--- config.mk ---
export PLATFORM = sky130hd
export DESIGN_NAME = hs_link_flat
export DESIGN_NICKNAME = d
export VERILOG_FILES = /design/src/rtl/hs_link_if.sv /design/src/rtl/hs_link.sv /design/src/flat_wrapper.sv
export SDC_FILE = /design/constraint.sdc
export NUM_CORES = 1
export LEC_CHECK = 0
export BUFFER_PORTS_ARGS = -buffer_cell sky130_fd_sc_hd__buf_2
export CAP_MARGIN = 20
export CORE_MARGIN = 2
export CORE_UTILIZATION = 58
export DETAILED_ROUTE_END_ITERATION = 6
export PLACE_DENSITY = 0.8
export SYNTH_ARGS = -nofsm -noshare
export SYNTH_HDL_FRONTEND = slang
export SYNTH_SLANG_ARGS = --single-unit
--- constraint.sdc ---
create_clock -name sys_clk -period 6.6 [get_ports sys_clk]
set_input_delay 0.99 -clock sys_clk [delete_from_list [all_inputs] [get_ports sys_clk]]
set_output_delay 0.99 -clock sys_clk [all_outputs]
set_load 0.03 [all_outputs]
--- src/rtl/hs_link_if.sv ---
// Link-level bundle between the traffic driver and hs_link: source/sink strobes in, status out.
// DUT side uses the slave modport; the driving side uses master.
interface hs_link_if #(
  parameter int DATA_W = 8,
  parameter int DEPTH  = 4
);
  localparam int LVL_W = $clog2(DEPTH) + 1;

  logic              valid_in;
  logic              ready_in;
  logic [DATA_W-1:0] result;
  logic [15:0]       beat_cnt;
  logic [LVL_W-1:0]  level;
  logic              full;
  logic              empty;
  logic              stall;

  modport slave (
    input  valid_in, ready_in,
    output result, beat_cnt, level, full, empty, stall
  );

  modport master (
    output valid_in, ready_in,
    input  result, beat_cnt, level, full, empty, stall
  );
endinterface

--- src/rtl/hs_link.sv ---
// Sequence source -> DEPTH-entry FIFO -> sink register, linked by valid/ready; result 2 edges after push.
// Source is refused only when the FIFO is full and not popping that cycle; refusal shows on stall one cycle later.
module hs_link #(
  parameter int DATA_W = 8,
  parameter int DEPTH  = 4,
  parameter int MODE   = 0
) (
  input  logic   sys_clk,
  input  logic   rst,
  hs_link_if.slave lnk
);
  localparam int AW    = $clog2(DEPTH);
  localparam int LVL_W = AW + 1;

  logic [DATA_W-1:0] r_seq;
  logic [DATA_W-1:0] r_mem [DEPTH];
  logic [AW-1:0]     r_wr_ptr;
  logic [AW-1:0]     r_rd_ptr;
  logic [LVL_W-1:0]  r_level;
  logic [DATA_W-1:0] r_result;
  logic [15:0]       r_beat_cnt;
  logic              r_stall;

  logic              w_src_vld;
  logic              w_fifo_in_rdy;
  logic              w_fifo_out_vld;
  logic              w_sink_rdy;
  logic              w_push;
  logic              w_pop;
  logic              w_full;
  logic              w_empty;
  logic [DATA_W-1:0] w_pop_dat;

  // Status comes only from the registered level, so no input-to-status path exists.
  assign w_full         = (r_level == LVL_W'(DEPTH));
  assign w_empty        = (r_level == '0);
  assign w_src_vld      = lnk.valid_in;
  assign w_sink_rdy     = lnk.ready_in;
  assign w_fifo_out_vld = !w_empty;
  assign w_pop          = w_fifo_out_vld && w_sink_rdy;
  assign w_fifo_in_rdy  = !w_full || w_pop;
  assign w_push         = w_src_vld && w_fifo_in_rdy;
  assign w_pop_dat      = r_mem[r_rd_ptr];

  always_ff @(posedge sys_clk) begin
    if (w_push) begin
      r_mem[r_wr_ptr] <= r_seq;
    end
  end

  always_ff @(posedge sys_clk) begin
    if (rst) begin
      r_seq    <= '0;
      r_wr_ptr <= '0;
      r_rd_ptr <= '0;
      r_level  <= '0;
      r_stall  <= 1'b0;
    end else begin
      r_stall <= w_src_vld && w_full && !w_pop;
      if (w_push) begin
        r_seq    <= r_seq + 1'b1;
        r_wr_ptr <= r_wr_ptr + 1'b1;
      end
      if (w_pop) begin
        r_rd_ptr <= r_rd_ptr + 1'b1;
      end
      case ({w_push, w_pop})
        2'b10:   r_level <= r_level + 1'b1;
        2'b01:   r_level <= r_level - 1'b1;
        default: r_level <= r_level;
      endcase
    end
  end

  always_ff @(posedge sys_clk) begin
    if (rst) begin
      r_result   <= '0;
      r_beat_cnt <= '0;
    end else if (w_pop) begin
      r_beat_cnt <= r_beat_cnt + 16'd1;
      if (MODE == 1) begin
        r_result <= r_result + w_pop_dat;
      end else begin
        r_result <= w_pop_dat;
      end
    end
  end

  assign lnk.result   = r_result;
  assign lnk.beat_cnt = r_beat_cnt;
  assign lnk.level    = r_level;
  assign lnk.full     = w_full;
  assign lnk.empty    = w_empty;
  assign lnk.stall    = r_stall;
endmodule

--- src/flat_wrapper.sv ---
// flat-port wrapper written by rule: the top's interface ports become plain ports
module hs_link_flat 
#(
  parameter int DATA_W = 8,
  parameter int DEPTH  = 4,
  parameter int MODE   = 0
)
  (sys_clk, rst, lnk_valid_in, lnk_ready_in, lnk_result, lnk_beat_cnt, lnk_level, lnk_full, lnk_empty, lnk_stall);
  hs_link_if #(.DATA_W(DATA_W), .DEPTH(DEPTH)) lnk_i ();
  input  logic sys_clk;
  input  logic rst;
  input wire logic [$bits(lnk_i.valid_in)-1:0] lnk_valid_in;
  input wire logic [$bits(lnk_i.ready_in)-1:0] lnk_ready_in;
  output wire logic [$bits(lnk_i.result)-1:0] lnk_result;
  output wire logic [$bits(lnk_i.beat_cnt)-1:0] lnk_beat_cnt;
  output wire logic [$bits(lnk_i.level)-1:0] lnk_level;
  output wire logic [$bits(lnk_i.full)-1:0] lnk_full;
  output wire logic [$bits(lnk_i.empty)-1:0] lnk_empty;
  output wire logic [$bits(lnk_i.stall)-1:0] lnk_stall;
  assign lnk_i.valid_in = lnk_valid_in;
  assign lnk_i.ready_in = lnk_ready_in;
  assign lnk_result = lnk_i.result;
  assign lnk_beat_cnt = lnk_i.beat_cnt;
  assign lnk_level = lnk_i.level;
  assign lnk_full = lnk_i.full;
  assign lnk_empty = lnk_i.empty;
  assign lnk_stall = lnk_i.stall;
  hs_link #(.DATA_W(DATA_W), .DEPTH(DEPTH), .MODE(MODE)) u_core (.sys_clk(sys_clk), .rst(rst), .lnk(lnk_i));
endmodule
==> impl_metrics.csv <==
group,metric,value,unit
outcome,outcome,"finished clean",
sta,final-max-slew-violation-count,0,
power,power_density,339,nW/um^2
detailed_routing,vias_per_cell,5.58,
detailed_routing,wl_per_cell,14.7,um
final_layout,antenna_cells,0,
synthesis,predominant_post_synthesis_flop_cell,"dfxtp_1",
setup_path,reg2reg_slack,3950,ps
floorplanning,starting_utilization_of_the_core_area,59.2,%
global_route,grt_first_pass_wirelength,8240,um
setup_path,timing.setup.critical_path_class,"input port to flop",
synthesis,synth.lib_cells_used.distinct,38,
clock_tree,clockBufferDepth,2,
setup_path,worst_ep_required_time,6870,ps
place,dp_hpwl,3550,um
setup_path,worst_setup_path_endpoint,"u_core.lnk.level[2]$_SDFFE_PP0P_",
setup_path,critical_path.max_stage_delay,520,ps
clock_tree,clk_pin_slew,70,ps
synthesis,synth_area_per_cell,12.0,sq um
setup_path,crit_path_cell_trace,"buf_2 > or4b_4 > and2_4 > clkinv_4 > ha_1 > inv_1 > fa_1 > xor2_1 > or3_1 > a21oi_1",
clock_tree,htreeDepth,3,
detailed_routing,firstDrtPassIters,5,
global_route,groute.usage.overall,19.8,%
final_layout,finish.net_count,293,
floorplanning,fp.dieH,75.5,um
final_layout,area_delta_synth_final,12.5,%
global_route,grt_antenna_before_repair,0,
detailed_routing,vias,1985,
clock_tree,clkLatencyLatePin,340,ps
setup_path,critical-path-top-delay-family,"simple AND/OR/NAND/NOR gates",
floorplanning,design.portCount,34,
synthesis,ys_async_sr_fraction,0,%
setup_path,ff2ff_path_depth,9,
clock_tree,cts.sink_count,72,
detailed_routing,detail_route.iter0.violations,69,
sta,worst_slew_pin_slew,1020,ps
synthesis,ys_ff_latch,72,
final_layout,post_route_non_filler_standard_cell_count,356,
setup_path,worst-path-buf-inv,3,
setup_path,timing.critical_path.from,"lnk_ready_in",
synthesis,synth_sequential_area_ratio,59.4,%
place,place.port_buffers,33,
floorplanning,fp.coreArea,5010,sq um
clock_tree,numCtsBuffers,9,
sta,maxClockFrequency,347,MHz
sta,fin_worst_skew,6.45,ps
place,post-place-cells,340,
clock_tree,post_cts_resize_count,0,
sta,period_minus_slack,2880,ps
power,power.ir.vdd_worst,0.181,mV
sta,timing.final.hold_violations,0,
setup_path,max_fo_critical_path,7,
sta,max_slew_margin,30.8,%
detailed_routing,routed_wirelength,5220,um
setup_path,endpoint_kind,"flop",
sta,setup-violations-final,0,
clock_tree,cts.repair_timing.setup_buffer_count,0,
setup_path,timing.rr.end,"u_core.lnk.level[2]$_SDFFE_PP0P_",
setup_path,cpMaxStageDelayCell,"or4b_4",
synthesis,synthesis.instances,247,
place,gp_congestion,0.747,
synthesis,syn-num-nets,259,
run,max_cap_violations,0,
setup_path,worst-endpoint-arrival,3150,ps
synthesis,synth_enable_flop_cells,32,
global_route,vias_in_the_first_global_route,1843,
detailed_routing,route.detailed.drc,0,
setup_path,crit_cells,10,
power,total_leakage_power,1.26,nW
floorplanning,core.rowCount,26,
min_path,holdCritPathClass,"flop to flop",
global_route,grt_start_max_net_pins,41,
global_route,grt_remaining_overflow,0,
detailed_routing,route.antenna.remaining_nets,0,
clock_tree,clockRootBuffer,"clkbuf_8",
synthesis,yosys_warnings,0,
clock_tree,tritoncts,"built",
floorplanning,die_w,75.5,um
setup_path,crit-reg2reg-launch,"u_core.lnk.level[0]$_SDFFE_PP0P_",
synthesis,post_synth_instance_area,2970,sq um
sta,final.setup.tns,0,ps
clock_tree,cts.hold.buffers_added,0,
floorplanning,die_area,5700,sq um
final_layout,drive_above_1_share,22.4,%
sta,grt_setup_unrepaired,"no",
setup_path,cp-start-kind,"input port",
sta,final_min_period_over_clock_period,43.7,%
[tightest hold or removal path, cell delays in order, from the launching register on]
cell,delay (ps)
dfxtp_1,310
nand2_1,50
a21oi_1,50
[through the flow]
step | power [mW] | instance area, sq um | hold slack [ps] | util [%] | setup slack [ps]
detailed placement | 0.840 | 3160 | 446 | 63.1 | 3410
global placement | 0.832 | 3160 | 445 | 63.1 | 3460
global route | 1.19 | 3340 | 472 | 66.6 | 3600
CTS | 1.14 | 3340 | 455 | 66.6 | 3750
floorplan | 0.774 | 2970 | 481 | - | 3570
finish | 1.13 | 3340 | 456 | 66.6 | 3720
[flip-flops by register name (all words and copies together), names as in the netlist]
signal and cells:
u_core.r_mem 32, u_core.lnk.beat_cnt 16, u_core.lnk.result 8, u_core.r_seq 8
u_core.lnk.level 3, u_core.r_rd_ptr 2, u_core.r_wr_ptr 2, u_core.lnk.stall 1
[cells by family after synthesis]
logic type | synth area share [%]
simple gates | 16.2
mux | 6.08
compound gates | 5.78
flops | 59.4
fa+ha+maj | 3.63
buf+inv | 2.95
xor+xnor | 5.91
[cell type report]
cell class / count / area (sq um)
flip-flops and latches: 72 / 1760
fillers: 386 / 1670
clock inverters: 4 / 18.8
inverters: 7 / 31.3
well taps: 70 / 87.6
repair buffers: 33 / 165
clock buffers: 12 / 155
multi-input cells: 158 / 1120
[worst min-delay path by stage]
stage / to / start / cells past startpoint
CTS: u_core.lnk.result[0]$_SDFFE_PP0P_ / u_core.lnk.result[0]$_SDFFE_PP0P_ / 2
global placement: u_core.lnk.result[0]$_SDFFE_PP0P_ / u_core.lnk.result[0]$_SDFFE_PP0P_ / 2
floorplan: u_core.r_mem[0][7]$_DFFE_PP_ / u_core.r_seq[7]$_SDFFE_PP0P_ / 0
global route: u_core.lnk.result[2]$_SDFFE_PP0P_ / u_core.lnk.result[2]$_SDFFE_PP0P_ / 2
finish: u_core.lnk.result[3]$_SDFFE_PP0P_ / u_core.lnk.result[3]$_SDFFE_PP0P_ / 2
detailed placement: u_core.lnk.result[0]$_SDFFE_PP0P_ / u_core.lnk.result[0]$_SDFFE_PP0P_ / 2
[power breakdown]
part | leakage (nW) | internal (mW) | switching [mW] | total, mW
logic | 0.530 | 0.102 | 0.163 | 0.265
registers | 0.642 | 0.510 | 0.0505 | 0.561
clock network | 0.0851 | 0.153 | 0.151 | 0.304
[layer usage]
| layer | wire length, um | GRT usage (%) | up-vias |
|---|---|---|---|
| met1 | 2270 | 24.5 | 986 |
| met3 | 214 | 6.48 | 9 |
| li1 | - | - | 951 |
| met5 | 0 | 0 | - |
| met2 | 2670 | 32.7 | 39 |
| met4 | 68 | 7.60 | 0 |
[Yosys cell counts (2+ instances only)]
master     n  share of area (%)
nor2_1    21                2.7
xor2_1    13                3.8
or3_2      2               0.51
nor3_1     3               0.51
and3_1     8                1.7
or3_1      5                1.1
clkbuf_1   4               0.51
a21oi_2    2               0.59
dfxtp_1   40                 27
nand2_1   29                3.7
inv_1      5               0.63
buf_2      3               0.51
ha_1       7                3.0
a21oi_1   18                3.0
edfxtp_1  32                 32
buf_6      2               0.76
mux4_2     8                6.1
o21ai_0    7                1.2
nand3_1    5               0.84
nand4_1    9                1.9
xnor2_1    7                2.1
[placed cells by master (no fill, tap or decap), types with 2 or more instances in the layout]
master,Yosys,layout
ha_1,7,7
clkbuf_8,0,11
nand3_1,5,5
mux4_2,8,8
nand4_1,9,9
dfxtp_1,40,40
nor3_1,3,3
or3_2,2,2
a21oi_1,18,18
nor2_1,21,21
xnor2_1,7,7
buf_2,3,33
o21ai_0,7,7
clkinv_1,0,3
xor2_1,13,13
a21oi_2,2,2
inv_1,5,5
or3_1,5,5
edfxtp_1,32,32
nand2_1,29,29
and3_1,8,8
(Power assumes the default switching activity.)
